### src/rtl/time_set_ctrl.sv
// time_set_ctrl: freezes the clock core, edits hour/min/sec in shadow
// registers from debounced buttons, and commits them with a one-cycle load.
//
//   state     | meaning
//   ----------+-----------------------------------------------------------
//   ST_RUN    | core counting, buttons other than set ignored
//   ST_SET_H  | editing hour shadow, core frozen
//   ST_SET_M  | editing minute shadow, core frozen
//   ST_SET_S  | editing second shadow, core frozen
//   ST_COMMIT | single cycle, load strobe to core, always returns to RUN
module time_set_ctrl #(
    parameter int unsigned TIMEOUT_S = 10
) (
    input  logic       clk,
    input  logic       rst,
    input  logic       tick_1hz,
    input  logic       btn_set,
    input  logic       btn_next,
    input  logic       btn_inc,
    input  logic       btn_dec,
    input  logic [4:0] cur_hour,
    input  logic [5:0] cur_min,
    input  logic [5:0] cur_sec,
    output logic       run_en,
    output logic       load,
    output logic [4:0] load_hour,
    output logic [5:0] load_min,
    output logic [5:0] load_sec,
    output logic [1:0] field,
    output logic [2:0] blank
);

    typedef enum logic [2:0] {
        ST_RUN    = 3'd0,
        ST_SET_H  = 3'd1,
        ST_SET_M  = 3'd2,
        ST_SET_S  = 3'd3,
        ST_COMMIT = 3'd4
    } state_t;

    localparam logic [5:0] C_TIMEOUT = 6'(TIMEOUT_S);

    state_t     r_state;
    logic       r_prev_set;
    logic       r_prev_next;
    logic       r_prev_inc;
    logic       r_prev_dec;
    logic       r_armed;
    logic [4:0] r_hour;
    logic [5:0] r_min;
    logic [5:0] r_sec;
    logic [5:0] r_idle;
    logic       r_phase;

    state_t     w_state_nxt;
    logic [4:0] w_hour_nxt;
    logic [5:0] w_min_nxt;
    logic [5:0] w_sec_nxt;
    logic [5:0] w_idle_nxt;
    logic       w_phase_nxt;

    logic       w_edge_set;
    logic       w_edge_next;
    logic       w_edge_inc;
    logic       w_edge_dec;
    logic       w_any_edge;
    logic       w_inc_only;
    logic       w_dec_only;
    logic [5:0] w_idle_inc;

    function automatic logic [4:0] hour_up(input logic [4:0] h);
        return (h >= 5'd23) ? 5'd0 : h + 5'd1;
    endfunction

    function automatic logic [4:0] hour_dn(input logic [4:0] h);
        return (h == 5'd0 || h > 5'd23) ? 5'd23 : h - 5'd1;
    endfunction

    function automatic logic [5:0] ms_up(input logic [5:0] v);
        return (v >= 6'd59) ? 6'd0 : v + 6'd1;
    endfunction

    function automatic logic [5:0] ms_dn(input logic [5:0] v);
        return (v == 6'd0 || v > 6'd59) ? 6'd59 : v - 6'd1;
    endfunction

    // Edges are masked for the first cycle after reset so that a button
    // already held high when reset releases is not taken as a press.
    assign w_edge_set  = r_armed & btn_set  & ~r_prev_set;
    assign w_edge_next = r_armed & btn_next & ~r_prev_next;
    assign w_edge_inc  = r_armed & btn_inc  & ~r_prev_inc;
    assign w_edge_dec  = r_armed & btn_dec  & ~r_prev_dec;
    assign w_any_edge  = w_edge_set | w_edge_next | w_edge_inc | w_edge_dec;
    assign w_inc_only  = w_edge_inc & ~w_edge_dec;
    assign w_dec_only  = w_edge_dec & ~w_edge_inc;
    assign w_idle_inc  = (r_idle == 6'h3f) ? r_idle : r_idle + 6'd1;

    // Button history flops and the post-reset arming flag.
    always_ff @(posedge clk or negedge rst) begin
        if (!rst) begin
            r_prev_set  <= 1'b0;
            r_prev_next <= 1'b0;
            r_prev_inc  <= 1'b0;
            r_prev_dec  <= 1'b0;
            r_armed     <= 1'b0;
        end else begin
            r_prev_set  <= btn_set;
            r_prev_next <= btn_next;
            r_prev_inc  <= btn_inc;
            r_prev_dec  <= btn_dec;
            r_armed     <= 1'b1;
        end
    end

    // State, shadow, idle counter and blink phase registers.
    always_ff @(posedge clk or negedge rst) begin
        if (!rst) begin
            r_state <= ST_RUN;
            r_hour  <= 5'd0;
            r_min   <= 6'd0;
            r_sec   <= 6'd0;
            r_idle  <= 6'd0;
            r_phase <= 1'b1;
        end else begin
            r_state <= w_state_nxt;
            r_hour  <= w_hour_nxt;
            r_min   <= w_min_nxt;
            r_sec   <= w_sec_nxt;
            r_idle  <= w_idle_nxt;
            r_phase <= w_phase_nxt;
        end
    end

    // Next-state and shadow update; buttons take priority over the tick.
    always_comb begin
        w_state_nxt = r_state;
        w_hour_nxt  = r_hour;
        w_min_nxt   = r_min;
        w_sec_nxt   = r_sec;
        w_idle_nxt  = r_idle;
        w_phase_nxt = r_phase;

        case (r_state)
            ST_RUN: begin
                if (w_edge_set) begin
                    w_hour_nxt  = cur_hour;
                    w_min_nxt   = cur_min;
                    w_sec_nxt   = cur_sec;
                    w_idle_nxt  = 6'd0;
                    w_phase_nxt = 1'b1;
                    w_state_nxt = ST_SET_H;
                end
            end

            ST_SET_H, ST_SET_M, ST_SET_S: begin
                if (w_any_edge) begin
                    w_idle_nxt  = 6'd0;
                    w_phase_nxt = 1'b1;
                    if (w_edge_set) begin
                        w_state_nxt = ST_COMMIT;
                    end else if (w_edge_next) begin
                        case (r_state)
                            ST_SET_H: w_state_nxt = ST_SET_M;
                            ST_SET_M: w_state_nxt = ST_SET_S;
                            default:  w_state_nxt = ST_SET_H;
                        endcase
                    end else if (w_inc_only) begin
                        case (r_state)
                            ST_SET_H: w_hour_nxt = hour_up(r_hour);
                            ST_SET_M: w_min_nxt  = ms_up(r_min);
                            default:  w_sec_nxt  = ms_up(r_sec);
                        endcase
                    end else if (w_dec_only) begin
                        case (r_state)
                            ST_SET_H: w_hour_nxt = hour_dn(r_hour);
                            ST_SET_M: w_min_nxt  = ms_dn(r_min);
                            default:  w_sec_nxt  = ms_dn(r_sec);
                        endcase
                    end
                end else if (tick_1hz) begin
                    w_phase_nxt = ~r_phase;
                    w_idle_nxt  = w_idle_inc;
                    // Abandon the edit without a load; core resumes from its frozen time.
                    if (w_idle_inc >= C_TIMEOUT) begin
                        w_state_nxt = ST_RUN;
                    end
                end
            end

            ST_COMMIT: begin
                w_state_nxt = ST_RUN;
            end

            default: begin
                w_state_nxt = ST_RUN;
            end
        endcase
    end

    // Moore outputs decoded from the registered state.
    always_comb begin
        run_en = 1'b0;
        load   = 1'b0;
        field  = 2'd3;
        blank  = 3'b000;
        case (r_state)
            ST_RUN: begin
                run_en = 1'b1;
            end
            ST_SET_H: begin
                field = 2'd0;
                blank = {~r_phase, 2'b00};
            end
            ST_SET_M: begin
                field = 2'd1;
                blank = {1'b0, ~r_phase, 1'b0};
            end
            ST_SET_S: begin
                field = 2'd2;
                blank = {2'b00, ~r_phase};
            end
            ST_COMMIT: begin
                load = 1'b1;
            end
            default: begin
                run_en = 1'b1;
            end
        endcase
    end

    assign load_hour = r_hour;
    assign load_min  = r_min;
    assign load_sec  = r_sec;

endmodule

### config.mk
export PLATFORM = sky130hd
export DESIGN_NAME = time_set_ctrl
export DESIGN_NICKNAME = d
export VERILOG_FILES = /design/src/rtl/time_set_ctrl.sv
export SDC_FILE = /design/constraint.sdc
export NUM_CORES = 1
export LEC_CHECK = 0
export BUFFER_PORTS_ARGS = -buffer_cell sky130_fd_sc_hd__buf_2
export CORE_ASPECT_RATIO = 0.8
export CORE_MARGIN = 2
export CORE_UTILIZATION = 57
export CTS_CLUSTER_DIAMETER = 80
export CTS_CLUSTER_SIZE = 20
export DETAILED_ROUTE_END_ITERATION = 12
export PLACE_DENSITY_LB_ADDON = 0.05
export SLEW_MARGIN = 20
export SYNTH_ARGS = -nofsm -noshare
export SYNTH_HDL_FRONTEND = slang
export SYNTH_SLANG_ARGS = --single-unit
### constraint.sdc
create_clock -name clk -period 2.7 [get_ports clk]
set_input_delay 0 -clock clk [delete_from_list [all_inputs] [get_ports clk]]
set_output_delay 0 -clock clk [all_outputs]
set_load 0.03 [all_outputs]
# After elaboration in Yosys (flattened, before gate mapping)
# Cells that the tools add are included.
dict set report classes {
  n_addsub 7
  n_lt_le_gt_ge 7
  eq_ne 17
  muxes 54
  bitwise_logic 20
  n_reduce_logical 16
}
# operator n
set ops {}
lappend ops {{2-to-1 mux 6 bit} 24}
lappend ops {{2-to-1 mux 5 bit} 10}
lappend ops {{one-hot mux 6 bit (2 select lines)} 3}
lappend ops {{adder 6 x 1 -> 6 bit (second input constant)} 3}
lappend ops {{2-to-1 mux 3 bit} 6}
lappend ops {{inequality test 3 bit (second input constant)} 5}
lappend ops {{AND reduction 7 bit} 2}
lappend ops {{>= comparator 6 bit (second input constant)} 2}
lappend ops {{> comparator 6 bit (second input constant)} 2}
lappend ops {{zero test 6 bit} 2}
lappend ops {{inequality test 2 bit (second input constant)} 6}
lappend ops {{subtractor 6 x 1 -> 6 bit (second input constant)} 2}
lappend ops {{AND 1 bit} 10}
lappend ops {{one-hot mux 5 bit (2 select lines)} 1}
lappend ops {{one-hot mux 3 bit (3 select lines)} 1}
lappend ops {{AND reduction 8 bit} 1}
lappend ops {{inverter 1 bit} 7}
lappend ops {{== test 3 x 2 -> 1 bit (second input constant)} 2}
lappend ops {{== test 6 bit (second input constant)} 1}
lappend ops {{>= comparator 6 x 4 -> 1 bit (second input constant)} 1}
lappend ops {{one-hot mux 2 bit (3 select lines)} 1}
lappend ops {{one-hot mux 3 bit (2 select lines)} 1}
lappend ops {{adder 5 x 1 -> 5 bit (second input constant)} 1}
lappend ops {{>= comparator 5 bit (second input constant)} 1}
lappend ops {{18 further kinds} 26}
dict set report totals {
  regBits 32
  input_bits 24
  output_inout_bits 24
  word_cells 132
}

# Longest topological paths before layout
# Gate-level depths: netlist of the first run.
dict set report depth {
  ltp_word 10
  ltp_mapped 10
  mapped_depth_nobuf 9
}

# Worst setup path after synthesis of the first run
# No wires, ideal clock.
dict set report synth_timing {
  path_kind {register to register}
  start {reg r_hour[0], in the netlist load_hour[0]}
  end {reg r_hour[2], in the netlist load_hour[2]}
  setup_time_ps 132
  t_arrival_ps 1870
  required_time_ps 2568
  slack_ps 698
  path_stages_with_launch 9
  n_path_buf 1
  path_cell_list {dfrtp_1 -> clkbuf_1 -> inv_1 -> ha_1 -> nor3b_1 -> o2bb2ai_1 -> nand3_1 -> o221ai_1 -> a22oi_1}
}
dict set report synth_via {
  elab_chain_cells 10
  elab_cells_between_ends 16
  cone_classes {add/sub (2); order compare (2); mux (10); reduce/logical (2)}
}
# item line_no
set synth_lines {}
lappend synth_lines {{from (decl)} 49} ;# logic [4:0] r_hour;
lappend synth_lines {{from (signal assigned)} 126} ;# r_hour <= w_hour_nxt;
lappend synth_lines {{> comparator 5 bit or zero test 5 bit (tied branches)} 76} ;# return (h == 5'd0 || h > 5'd23) ? 5'd23 : h - 5'd1;
lappend synth_lines {{logical OR 1 bit} 76}
lappend synth_lines {{2-to-1 mux 5 bit} 76}
lappend synth_lines {{2-to-1 mux 5 bit} 174} ;# case (r_state)
lappend synth_lines {{2-to-1 mux 5 bit} 173} ;# end else if (w_dec_only) begin
lappend synth_lines {{2-to-1 mux 5 bit (*)} 167} ;# end else if (w_inc_only) begin
lappend synth_lines {{2-to-1 mux 5 bit (*)} 161} ;# end else if (w_edge_next) begin
lappend synth_lines {{2-to-1 mux 5 bit (*)} 159} ;# if (w_edge_set) begin
lappend synth_lines {{2-to-1 mux 5 bit (*)} 156} ;# if (w_any_edge) begin
lappend synth_lines {{one-hot mux 5 bit (2 select lines) (*)} 143} ;# case (r_state)
# Every way passes the cells marked *; elsewhere a longest branch is shown, timed or not. The select of a mux whose other input is x is not followed.
# A chain may end at the register's enable or synchronous reset.

# Worst setup path after layout of the first run
dict set report layout_timing {
  start {reg r_idle[0]}
  end {reg r_state[1]}
}
dict set report layout_via {
  elab_chain_cells 5
  elab_cells_between_ends 6
  cone_classes {add/sub (1); order compare (1); eq/ne (2); mux (1); reduce/logical (1)}
}
# item line_no
set layout_lines {}
lappend layout_lines {{from (decl)} 52} ;# logic [5:0] r_idle;
lappend layout_lines {{from (signal assigned)} 129} ;# r_idle <= w_idle_nxt;
lappend layout_lines {{adder 6 x 1 -> 6 bit or == test 6 bit (tied branches)} 96} ;# assign w_idle_inc = (r_idle == 6'h3f) ? r_idle : r_idle + 6'd1;
lappend layout_lines {{2-to-1 mux 6 bit (*)} 96}
lappend layout_lines {{>= comparator 6 x 4 -> 1 bit (*)} 184} ;# if (w_idle_inc >= C_TIMEOUT) begin
lappend layout_lines {{inequality test 3 bit (no source line) (*)} --}
lappend layout_lines {{AND reduction 4 bit (no source line) (*)} --}
lappend layout_lines {{to (signal assigned)} 125} ;# r_state <= w_state_nxt;
lappend layout_lines {{to (decl)} 43} ;# state_t r_state;
# Every way passes the cells marked *; elsewhere a longest branch is shown, timed or not.

==> results list, run 1 <==
- After floorplanning, the core was divided into 22 placement rows.
- Worst min-delay path startpoint: cur_min[1]
* Fraction of layout instances using a drive strength above 1: 0.224
- Remaining global-route overflow: 0
* Static Leak: 1.35 nW
* Launch instance of the worst register-to-register path: r_idle[0]
- 0 antenna diodes ended up in the layout.
- Critical path cell sequence: ha_1 > and3_1 > nand3_1 > a221oi_1 > o221a_2 > mux2_1
* Skew-Pair Late Insertion Delay: 290 ps
- Shortest clock period the worst path allows after layout: 2180 ps
* Cell-internal power: 1.84 mW
* Total die area: 5220 µm²
* Worst-Margin Slew: 741 ps
- Worst hold margin: -2.07 ps
- Post-Layout Inst Area: 3080 µm²
- After clock tree synthesis, the clock-pin slew on the worst setup and hold paths is 70 ps.
- The number of different library cells used by synthesis comes to 67.
- IR analysis of the VDD net gives a maximum drop of 0.680 mV.
- Post-CTS Setup Bufs: 0
- Post-synth ARST share: 1.00
* Starting density of the core: 0.585
* Mean Syn Cell Area: 8.51 µm²
- Post-DR wirelength/cell: 15.0 µm
- The most common cell in the synthesized netlist is sky130_fd_sc_hd__dfrtp_1.
- The number of nets in the synthesized netlist is 347.
- Top cell type by total area after synthesis: sky130_fd_sc_hd__dfrtp_1
- Critical path arrival: 2360 ps
- TritonCTS built the clock tree.
- P&R area growth vs syn: 16.2%
- Max-capacitance violation count: 0
- Longest Clk Path Bufs: 2
- Count of cells resized by post-cts repair: 0
* Setup violation total in the final timing report: 0
- The analysis attributes to net switching a power of 1.94 mW.
* CTS Sinks: 32
- Worst Setup Path Type: reg2reg
* Setup repair after global routing missed its margin: no
- Dividing the final minimum period by the clock period gives 0.808.
* Total Wirelength: 6.24 mm
- Hpwl dp: 4.42 mm
- The run finished, with violations left.
- Vias per cell: 6.08
- Final weighted congestion of routability-driven global placement: 0.841
- Net switching fraction of the power: 0.514
- Highest-delay cell along the critical path: sky130_fd_sc_hd__dfrtp_1
* Number of buffers created by CTS: 5
- Post-route DRC violation count: 0
- Port Buf Inserts: 47
* Worst Hold Class: in2reg
- Measured along the x axis, the die boundary spans 80.3 µm.
- Counting flops and latches in the post-synthesis netlist gives 32.
- Pwr Density: 1230 nW/µm²
- Measured along the y axis, the die boundary spans 65.0 µm.
- Total global routing track utilization: 0.250
* Largest net degree at the start of global routing: 33
- For this run, the leading register cell type out of synthesis is sky130_fd_sc_hd__dfrtp_1.
- Violation count after the first detailed-routing iteration: 204
* Startpoint Class: flop
- Maximum cell stage delay along the critical path: 450 ps
* Number of warnings printed during yosys synthesis: 0
* Category of the worst setup path capture point: flop
- Setup TNS: 0 ps
* First-pass detailed-route iteration total: 4
- Number of primary I/O pins: 48
* Global-route wire length before repair: 10.3 mm
- Total number of nets in the final design: 391
- Vias: 2537
- The share of total power dissipated in the clock network is 0.123.
- Post-synth design cell area: 2660 µm²
* CTS Root Cell: sky130_fd_sc_hd__clkbuf_8
* Logic pwr share: 0.600
- In this run the cell area measured after placement is 2900 µm².
- Critical path peak fanout: 7
- The total area inside the core boundary comes to 4540 µm².
* Worst path buffer plus inverter count: 0
- Number of global-route vias before repair: 2170
* Residual antenna-violating net count after detailed routing: 0
* Achievable clock frequency: 458 MHz
* Count of hold-fix buffers inserted at cts: 7
* Number of synthesized flops with an enable pin: 0
* Gate Count Post-Synth: 312
- Ranking of synthesized cells by instance count: 31 x sky130_fd_sc_hd__dfrtp_1, 26 x sky130_fd_sc_hd__o21ai_0, 22 x sky130_fd_sc_hd__a21oi_1
- The share of synthesized area in the top cell type comes to 0.292.
- Antenna violations before repair: 0
* Critical path launch point: r_idle[0]
- Max-slew headroom at the worst pin: 0.506
- Final Hold Violating Endpoints: 1
- Setup clock skew after layout: 3.11 ps
* H-Tree Level Count: 2
- The checks that failed: hold timing.
- The kind of cell with the highest combined delay along the critical path is compound AO/OA/AOI/OAI gates.
- Seq/Total Area, Yosys: 0.302
- The share of total power dissipated in sequential elements is 0.277.
* Max-slew violation count: 0
* WP data required: 2880 ps
- Ranking of synthesized cells by area: sky130_fd_sc_hd__dfrtp_1 29%, sky130_fd_sc_hd__ha_1 5.2%, sky130_fd_sc_hd__o21ai_0 4.9%, sky130_fd_sc_hd__a21oi_1 4.1%, sky130_fd_sc_hd__nand2_1 2.7%
- Total Power Consumption: 3.78 mW
==> path summary, 6_finish.rpt <==
| path | to | slack [ps] | depth (start not counted) |
|---|---|---|---|
| setup / recovery | r_state[1] | 520 | 6 |
| hold / removal | load_min[1] | -2 | 3 |
| min in group asynchronous | load_sec[2] | 310 | 2 |
| setup reg to reg | r_state[1] | 520 | 6 |
| hold reg to reg | r_phase | 560 | 2 |
| max in group asynchronous | r_state[2] | 1920 | 2 |
==> layer usage <==
metal  routed length (µm)  vias up  track usage
li1                     -     1263            -
met3                  415        8       0.0501
met5                    0        -            0
met4                   53        0       0.0530
met2                 2690       88        0.363
met1                 3080     1178        0.383
==> cells in the final DEF (no fill, tap or decap), types with 5 or more instances in the layout <==
master	n
sky130_fd_sc_hd__mux2_2	6
sky130_fd_sc_hd__dfrtp_1	31
sky130_fd_sc_hd__nand2_1	19
sky130_fd_sc_hd__clkbuf_8	5
sky130_fd_sc_hd__mux2i_1	6
sky130_fd_sc_hd__inv_1	17
sky130_fd_sc_hd__a31oi_1	7
sky130_fd_sc_hd__o21ai_0	26
sky130_fd_sc_hd__buf_2	47
sky130_fd_sc_hd__nor2_1	19
sky130_fd_sc_hd__a221oi_1	7
sky130_fd_sc_hd__dlygate4sd3_1	7
sky130_fd_sc_hd__a21oi_1	22
sky130_fd_sc_hd__ha_1	11
sky130_fd_sc_hd__nor3_1	5
sky130_fd_sc_hd__nand3_1	11
==> tightest hold or removal path: cells and delay by family <==
family                 cells  cell delay [ps]
muxes                      1              120
buffers and inverters      1               80
AOI/OAI and AO/OA          1               50
==> sequential cells by signal, summed over array words and instances (netlist names) <==
signal	cells
r_idle	6
r_prev_set	1
load_sec	6
load_hour	5
r_phase	1
r_prev_next	1
r_prev_inc	1
r_prev_dec	1
load_min	6
r_state	3
r_armed	1
==> cell families (layout without fill, tap and decap cells) <==
kind of cell	count (synthesis)	count (layout)	synth area share
AOI/OAI and AO/OA	115	115	0.311
adders and majority gates	11	11	0.0518
and+or+nand+nor	93	93	0.192
other	1	1	0.00141
muxes	14	14	0.0565
xor gates and xnor gates	8	8	0.0264
DFF	32	32	0.302
buffers and inverters	38	83	0.0589
==> power groups by stage <==
stage          clock network, mW  logic, mW  registers, mW
2_1_floorplan                  0       1.70           1.09
3_3_place_gp                   0       2.23           1.04
3_5_place_dp                   0       2.25           1.05
4_1_cts                    0.477       2.27           1.04
5_1_grt                    0.493       2.53           1.10
6_report                   0.465       2.27           1.05
==> area by class of cell <==
| cell class | instances | area, µm² |
|---|---|---|
| clock inverter | 3 | 42.5 |
| tap | 60 | 75.1 |
| multi-input combinational | 242 | 1700 |
| timing repair buffer | 58 | 335 |
| sequential | 32 | 802 |
| inverter | 17 | 63.8 |
| clock buffer | 5 | 68.8 |
| fill | 379 | 1460 |
==> per-stage QoR <==
stage,util,hold slack [ps],std cells,setup WS (ps)
after global placement,0.639,110,402,615
after floorplan,-,-296,312,698
after global routing,0.679,24.8,417,366
after CTS,0.679,2.12,417,499
after detailed placement,0.639,114,402,522
final,0.679,-2.07,417,518
(Power assumes the default switching activity.)
==> run 2: changes to the inputs <==
==> constraint.sdc (replaced) <==
create_clock -name clk -period 2.1 [get_ports clk]
set_input_delay 0 -clock clk [delete_from_list [all_inputs] [get_ports clk]]
set_output_delay 0 -clock clk [all_outputs]
set_load 0.03 [all_outputs]
==> run 2 against run 1 <==
  * The flow now finishes without violations
  * Critical endpoint unchanged
  * Maximum frequency increased by 8.7%
  * Critical path type unchanged
  * Clock power grew 32%
  * Register-to-register slack lost 430 ps
  * Routed wire length is 13% higher
  * Die area unchanged
  * Largest power group unchanged
==> results list, run 2 (synthesized netlist as in run 1, its figures left out) <==
* Outcome: finished, final reports clean
- Final weighted congestion of routability-driven global placement: 0.867
- Detailed placement finished with a half-perimeter wire length of 4.81 mm.
- Longest Clk Path Bufs: 2
- Skew-Pair Late Insertion Delay: 290 ps
* Critical path peak fanout: 6
* Maximum cell stage delay along the critical path: 440 ps
- For this run, the detailed router's first-pass iteration total came to 5.
- Die boundary width: 80.3 µm
* Worst path buffer plus inverter count: 1
* Antenna cell count: 0
- In this run the critical register-to-register path is captured at r_state[1].
- The worst register-to-register path begins at r_idle[1].
- Setup clock skew after layout: 6.44 ps
- The critical path in this run is classified as reg2reg.
- Worst Hold Path Cells: 3
- Most common cell after layout, fill and taps aside: sky130_fd_sc_hd__buf_2
* Setup repair after global routing missed its margin: no
* Residual antenna-violating net count after detailed routing: 0
- The worst setup path is launched from a flop.
- Global-route wire length before repair: 11.6 mm
- Number of primary I/O pins: 48
- Post-DR wirelength/cell: 16.1 µm
- Max-slew violation count: 0
- Pwr Density: 1590 nW/µm²
* Vias: 2705
* Sequential cell area in the final layout: 805 µm²
- Of the cells placed in the final design, the portion with a size suffix greater than 1 is 0.297.
* Starting density of the core: 0.585
- Clock input transition at the sequential cells of the worst setup and hold paths: 80 ps
- Worst IR drop on VDD: 0.921 mV
* Violation count after the first detailed-routing iteration: 223
* Number of buffers created by CTS: 5
- After routing, the total negative slack on setup checks comes to 0 ps.
- The number of placed instances, taps included, is 419.
- The clock drives 32 sinks.
- Total global routing track utilization: 0.286
- Placeable core area: 4540 µm²
* Total number of nets in the final design: 411
* CTS Root Cell: sky130_fd_sc_hd__clkbuf_8
* Highest-delay cell along the critical path: sky130_fd_sc_hd__dfrtp_2
* Vias per cell: 6.19
* Antenna violations before repair: 0
- From synthesis to final layout, the design area changed by 25.1%.
- At the worst endpoint, the arrival time is 2180 ps.
- The final layout contains routed wiring with a total length of 7.03 mm.
- Final Hold Violating Endpoints: 0
* Hold EP: load_sec[1]
- Worst-Margin Slew: 775 ps
- Port Buf Inserts: 47
* Number of global-route vias before repair: 2417
- Setup slack of the most critical reg-to-reg path: 90 ps
- After the flow finishes, the layout carries non-filler instances totaling 437.
* Max-slew headroom at the worst pin: 0.483
* Worst min-delay path startpoint: cur_sec[1]
- Entering global routing, the biggest net connects 33 pins.
* Setup violation total in the final timing report: 0
- Worst Hold Class: in2reg
* Floorplan row count: 22
- Remaining global-route overflow: 0
- Derived from the worst setup path, the maximum achievable clock frequency is 498 MHz.
- Static Leak: 1.46 nW
* WP data required: 2270 ps
* Max-capacitance violation count: 0
- Clock tree from TritonCTS: done
- Top library cells by usage in the layout, fill and taps aside: 48 x sky130_fd_sc_hd__buf_2, 29 x sky130_fd_sc_hd__dfrtp_1, 25 x sky130_fd_sc_hd__o21ai_0
- The clock tree synthesis step divided the H-tree into 2 levels.
* Height of the die: 65.0 µm
- Post-route DRC violation count: 0
* Multi-input combinational cell area: 1770 µm²
* Shortest clock period the worst path allows after layout: 2010 ps
- Total die area: 5220 µm²
* Critical path cell sequence: ha_1 > buf_4 > nand2_1 > o21ai_0 > a221oi_2 > o221a_2 > mux2_1
- Worst path top cell family by delay: compound AO/OA/AOI/OAI gates
* Logic depth of the worst register-to-register path: 7
* Post-route fraction of the period consumed by the critical path: 0.956
- Category of the worst setup path capture point: flop
- Counting the fill cells in the layout gives 355.
-- run 2: cell types whose count changed in the layout (fill, tap and decap cells not counted), sizes merged --
| cell | previous run | this run |
|---|---|---|
| dlygate4sd3 | 7 | 8 |
| buf | 51 | 70 |
-- run 2: worst max path at each step --
| stage | from | slack, ps | endpoint | cells past startpoint |
|---|---|---|---|---|
| after floorplan | load_hour[0] | 100 | load_hour[2] | 8 |
| after global placement | r_idle[1] | 3 | r_state[1] | 6 |
| after detailed placement | r_idle[1] | 20 | r_state[1] | 6 |
| after CTS | r_prev_dec | 40 | load_min[3] | 8 |
| after global routing | load_min[1] | 0.6 | load_min[2] | 7 |
| final | r_idle[1] | 90 | r_state[1] | 7 |
-- run 2: layout make-up --
class                           instances  share of cell area
Clock buffer                            5              0.0207
Clock inverter                          3              0.0128
Inverter                               17              0.0192
Multi-Input combinational cell        242               0.531
Sequential cell                        32               0.242
Tap cell                               60              0.0226
Timing Repair Buffer                   78               0.151
-- run 2: repair_timing --
item / CTS / global route
endpoints found under the setup margin: 1 / 13
pin swaps: 0 / 3
gates resized for setup: 1 / 17
hold buffers: 8 / 0
hold endpoints to repair: 38 / 0
cloned: 0 / 1
setup buffers: 0 / 1
-- run 2: tightest hold or removal path: stages --
cell and delay [ps]:
sky130_fd_sc_hd__buf_2 70, sky130_fd_sc_hd__o21ai_0 70, sky130_fd_sc_hd__mux2i_1 110
-- run 2: power by group --
group | internal [mW] | switching (mW)
logic | 1.39 | 2.05
registers | 0.848 | 0.374
clock network | 0.351 | 0.261
total | 2.59 | 2.69
-- run 2: metal layers --
layer,wire [µm],vias up,GRT usage
li1,-,1303,-
met1,3330,1268,0.433
met2,3070,123,0.414
met3,560,11,0.0613
met4,74,0,0.0720
met5,0,-,0
-- run 2: per-stage QoR --
step / hold slack, ps / util / power [mW] / instance area (µm²) / setup WS [ps]
after floorplan: -296 / - / 3.58 / 2660 / 98.0
after global placement: 105 / 0.670 / 4.40 / 3040 / 3.18
after detailed placement: 113 / 0.670 / 4.45 / 3040 / 15.9
after CTS: 6.12 / 0.713 / 5.09 / 3240 / 35.4
after global routing: 47.1 / 0.731 / 5.69 / 3320 / 0.596
final: 1.20 / 0.731 / 5.28 / 3320 / 92.6
==> run 3: changes to the inputs <==
--- a/config.mk
+++ b/config.mk
@@ -5,6 +5,7 @@
 export SDC_FILE = /design/constraint.sdc
 export NUM_CORES = 1
 export LEC_CHECK = 0
+export ABC_AREA = 1
 export BUFFER_PORTS_ARGS = -buffer_cell sky130_fd_sc_hd__buf_2
 export CORE_ASPECT_RATIO = 0.8
 export CORE_MARGIN = 2
==> run 3 against run 2 <==
  * Synthesized area grew 0.14%
  * Maximum frequency rose by 7.2%
  * Register-to-register slack better by 140 ps
  * Total power shrank 8.2%
  * Via count is 2.9% higher
  * Count of clock-buffer cells in the layout unchanged
  * First-iteration DRC count shrank 23%
  * Final cell count is 18% higher
  * Highest routed layer unchanged
==> results list, run 3 <==
* Outcome: finished, final reports clean
- The worst hold path begins at cur_hour[0].
* Sequential share of power: 0.246
- Post-synth design cell area: 2660 µm²
- Flip-flop and latch count after synthesis: 32
- The worst register-to-register path begins at r_armed.
* Dominant register cell in the synthesized netlist: sky130_fd_sc_hd__dfrtp_1
- Worst slack after detailed placement: 258 ps
- In the synthesized netlist the async set-or-reset flop fraction comes to 1.00.
* Total global routing track utilization: 0.267
* Critical path arrival: 2010 ps
* Syn nets: 437
- Max-slew headroom at the worst pin: 0.510
* Slack of the critical path: 228 ps
* Cell-internal power: 2.14 mW
- In this design, the stage delay of the slowest critical-path cell is 570 ps.
- In this run the worst setup path begins at r_armed.
* Crit. path cell count: 6
- Most numerous cell in the Yosys netlist: sky130_fd_sc_hd__nand2_1
* Largest net degree at the start of global routing: 33
- Number of global-route vias before repair: 2511
* Count of cells resized by post-cts repair: 0
* CTS Sinks: 32
- Post-Layout Inst Area: 3080 µm²
* Top library cells by usage in the layout, fill and taps aside: 118 x sky130_fd_sc_hd__nand2_1, 55 x sky130_fd_sc_hd__nand3_1, 47 x sky130_fd_sc_hd__buf_2
* Critical path peak fanout: 11
* Vias: 2783
* Die boundary width: 80.4 µm
* Ranking of synthesized cells by instance count: 118 x sky130_fd_sc_hd__nand2_1, 55 x sky130_fd_sc_hd__nand3_1, 38 x sky130_fd_sc_hd__inv_1
- The kind of cell with the highest combined delay along the critical path is compound AO/OA/AOI/OAI gates.
- The cell sitting at the root of the clock tree is a sky130_fd_sc_hd__clkbuf_8.
- Post-CTS Setup Bufs: 0
- Portion of netlist area occupied by mux cells: 0
- Summed over all instances, the cell type with the most area after synthesis is sky130_fd_sc_hd__dfrtp_1.
* Final Hold Violating Endpoints: 0
- Total die area: 5230 µm²
- Clock input transition at the sequential cells of the worst setup and hold paths: 70 ps
- Logic pwr share: 0.656
* Starting density of the core: 0.585
- Antenna cell count: 0
- Across the whole layout, storage elements account for 802 µm².
- The worst setup path is launched from a flop.
- Detailed placement finished with a half-perimeter wire length of 4.88 mm.
- The detail route stage leaves a number of antenna-violating nets equal to 0.
- The initialized floorplan defines 22 standard-cell rows.
* Cell variety after synth: 32
- For the finished layout, the period the worst path requires is 1870 ps.
- No sink is reached through more buffers than the 2 on the longest clock path.
- A synthesized cell averages 6.61 µm².
- Adder and majority gate portion of the synthesized area: 0.0518
- The floorplan step set the die height to 65.1 µm.
- For this run the aggregate overflow at the end of global routing stands at 0.
- The number of cells on the worst reg-to-reg path is 6.
- For the pin with the worst max-slew slack, the measured transition is 735 ps.
* Skew-Pair Late Insertion Delay: 300 ps
- Buffers inserted to repair hold after CTS numbered 6.
* Ranking of synthesized cells by area: sky130_fd_sc_hd__dfrtp_1 29%, sky130_fd_sc_hd__nand2_1 17%, sky130_fd_sc_hd__nand3_1 10%, sky130_fd_sc_hd__o21ai_0 5.5%, sky130_fd_sc_hd__inv_1 5.4%
- Area share of the leading cell type in the synthesized netlist: 0.292
- Highest-delay cell along the critical path: sky130_fd_sc_hd__o21ai_1
- After synthesis, the largest family of logic cells by area is simple AND/OR/NAND/NOR gates.
- Net switching fraction of the power: 0.558
- Dividing total power by cell area gives a power density of 1570 nW/µm².
- The share of the Yosys chip area taken by registers is 0.302.
- Worst Hold Class: in2reg
- Worst path buffer plus inverter count: 0
* Vias per cell: 5.38
- The worst setup path is captured at a flop.
- Once placement finished, the instance area stood at 2940 µm².
* Setup slack of the most critical reg-to-reg path: 230 ps
- Achievable clock frequency: 534 MHz
- Synth Area in Simple Gates: 0.433
- The net count of the finished layout is 492.
- Once layout is complete, the utilization of the core stands at 0.679.
- Clock network fraction of total power: 0.098
* Max-slew violation count: 0
- Number of synthesized flops with an enable pin: 0
- Total Wirelength: 6.47 mm
- Violation count after the first detailed-routing iteration: 171
- The count of buffers added on input and output ports is 47.
- P&R area growth vs syn: 15.9%
- Setup violations remaining at the end of the flow were counted as 0.
- Setup clock skew after layout: 14.8 ps
- Post-route DRC violation count: 0
- Setup TNS: 0 ps
- Worst flop-to-flop path endpoint: r_idle[0]
- Most common cell after layout, fill and taps aside: sky130_fd_sc_hd__nand2_1
- The design draws 4.84 mW.
* Worst hold margin: 0.912 ps
- Critical path cell sequence: nand3_1 > nand2_1 > nor2_4 > nand2_4 > o21ai_1 > o21ai_0
- Synthesized-area fraction occupied by xor and xnor cells: 0.0362
* Placeable core area: 4540 µm²
* Count of fill cells added during filler insertion: 427
- Fraction of layout instances using a drive strength above 1: 0.204
- First-pass detailed-route iteration total: 5
* Net switching power: 2.70 mW
* Post-DR wirelength/cell: 12.5 µm
* Placed cell count: 504
- IR analysis of the VDD net gives a maximum drop of 0.836 mV.
- Number of warnings printed during yosys synthesis: 0
- WP data required: 2240 ps
* Clock tree from TritonCTS: done
- For this run, the number of standard cells in the final layout without fillers is 517.
- H-Tree Level Count: 2
- In this run, CTS created clock tree buffers numbering 5.
- Worst Setup Path Type: reg2reg
- The first global-routing pass estimated 11.0 mm of wire.
- Post-route fraction of the period consumed by the critical path: 0.891
- Antenna violations before repair: 0
- In the synthesized netlist, the number of instances is 402.
- Worst setup path endpoint: r_idle[0]
- Max-capacitance violation count: 0
* Area fraction in compound gates after synthesis: 0.0932
- Multi-input combinational cell area: 1640 µm²
* Setup repair after global routing missed its margin: no
- Number of primary I/O pins: 48
- Routability-driven placement finished with a final weighted congestion of 0.919.
- Static Leak: 1.61 nW
run 3: cell types whose count changed after synthesis, sizes merged, moves of 14 or more:
cell   change
a21oi     -14
inv       +24
nand2    +102
nand3     +47
nor2      +22
or2       +15
run 3: worst min path at each step:
stage	slack [ps]	cells after the start	to
2_1_floorplan	-300	0	load_hour[0]
3_3_place_gp	90	1	r_idle[2]
3_5_place_dp	100	1	r_idle[4]
4_1_cts	4	5	load_hour[0]
5_1_grt	50	5	load_min[2]
6_report	0.9	5	load_hour[0]
run 3: logic make-up after synthesis:
logic type / after synthesis
and+or+nand+nor: 251
adders and majority gates: 11
xor gates and xnor gates: 11
DFF: 32
AOI/OAI and AO/OA: 45
other: 1
buffers and inverters: 51
run 3: power groups by stage:
stage	Combinational, mW	Sequential [mW]	Clock [mW]
4_1_cts	3.17	1.19	0.474
5_1_grt	3.59	1.23	0.502
3_3_place_gp	3.10	1.19	0
2_1_floorplan	2.26	1.39	0
3_5_place_dp	3.14	1.20	0
6_report	3.18	1.19	0.476
run 3: final cells by class:
class | instances | area share
clock buffer | 5 | 0.0223
sequential | 32 | 0.260
tap | 60 | 0.0244
clock inverter | 2 | 0.00406
multi-input combinational | 319 | 0.531
inverter | 41 | 0.0499
timing repair buffer | 58 | 0.108
run 3: worst register-to-register path: stages (launching register included):
cell                      delay [ps]
sky130_fd_sc_hd__dfrtp_1         420
sky130_fd_sc_hd__nand3_1         130
sky130_fd_sc_hd__nand2_1         140
sky130_fd_sc_hd__nor2_4          210
sky130_fd_sc_hd__nand2_4          90
sky130_fd_sc_hd__o21ai_1         570
sky130_fd_sc_hd__o21ai_0         180
run 3: metal layers:
metal	part of all wire	wire length, µm	global-route usage	up-vias
li1	-	-	-	1402
met1	0.49	3190	0.377	1249
met2	0.42	2710	0.404	120
met3	0.071	457	0.0599	12
met4	0.016	106	0.0869	0
met5	0	0	0	-
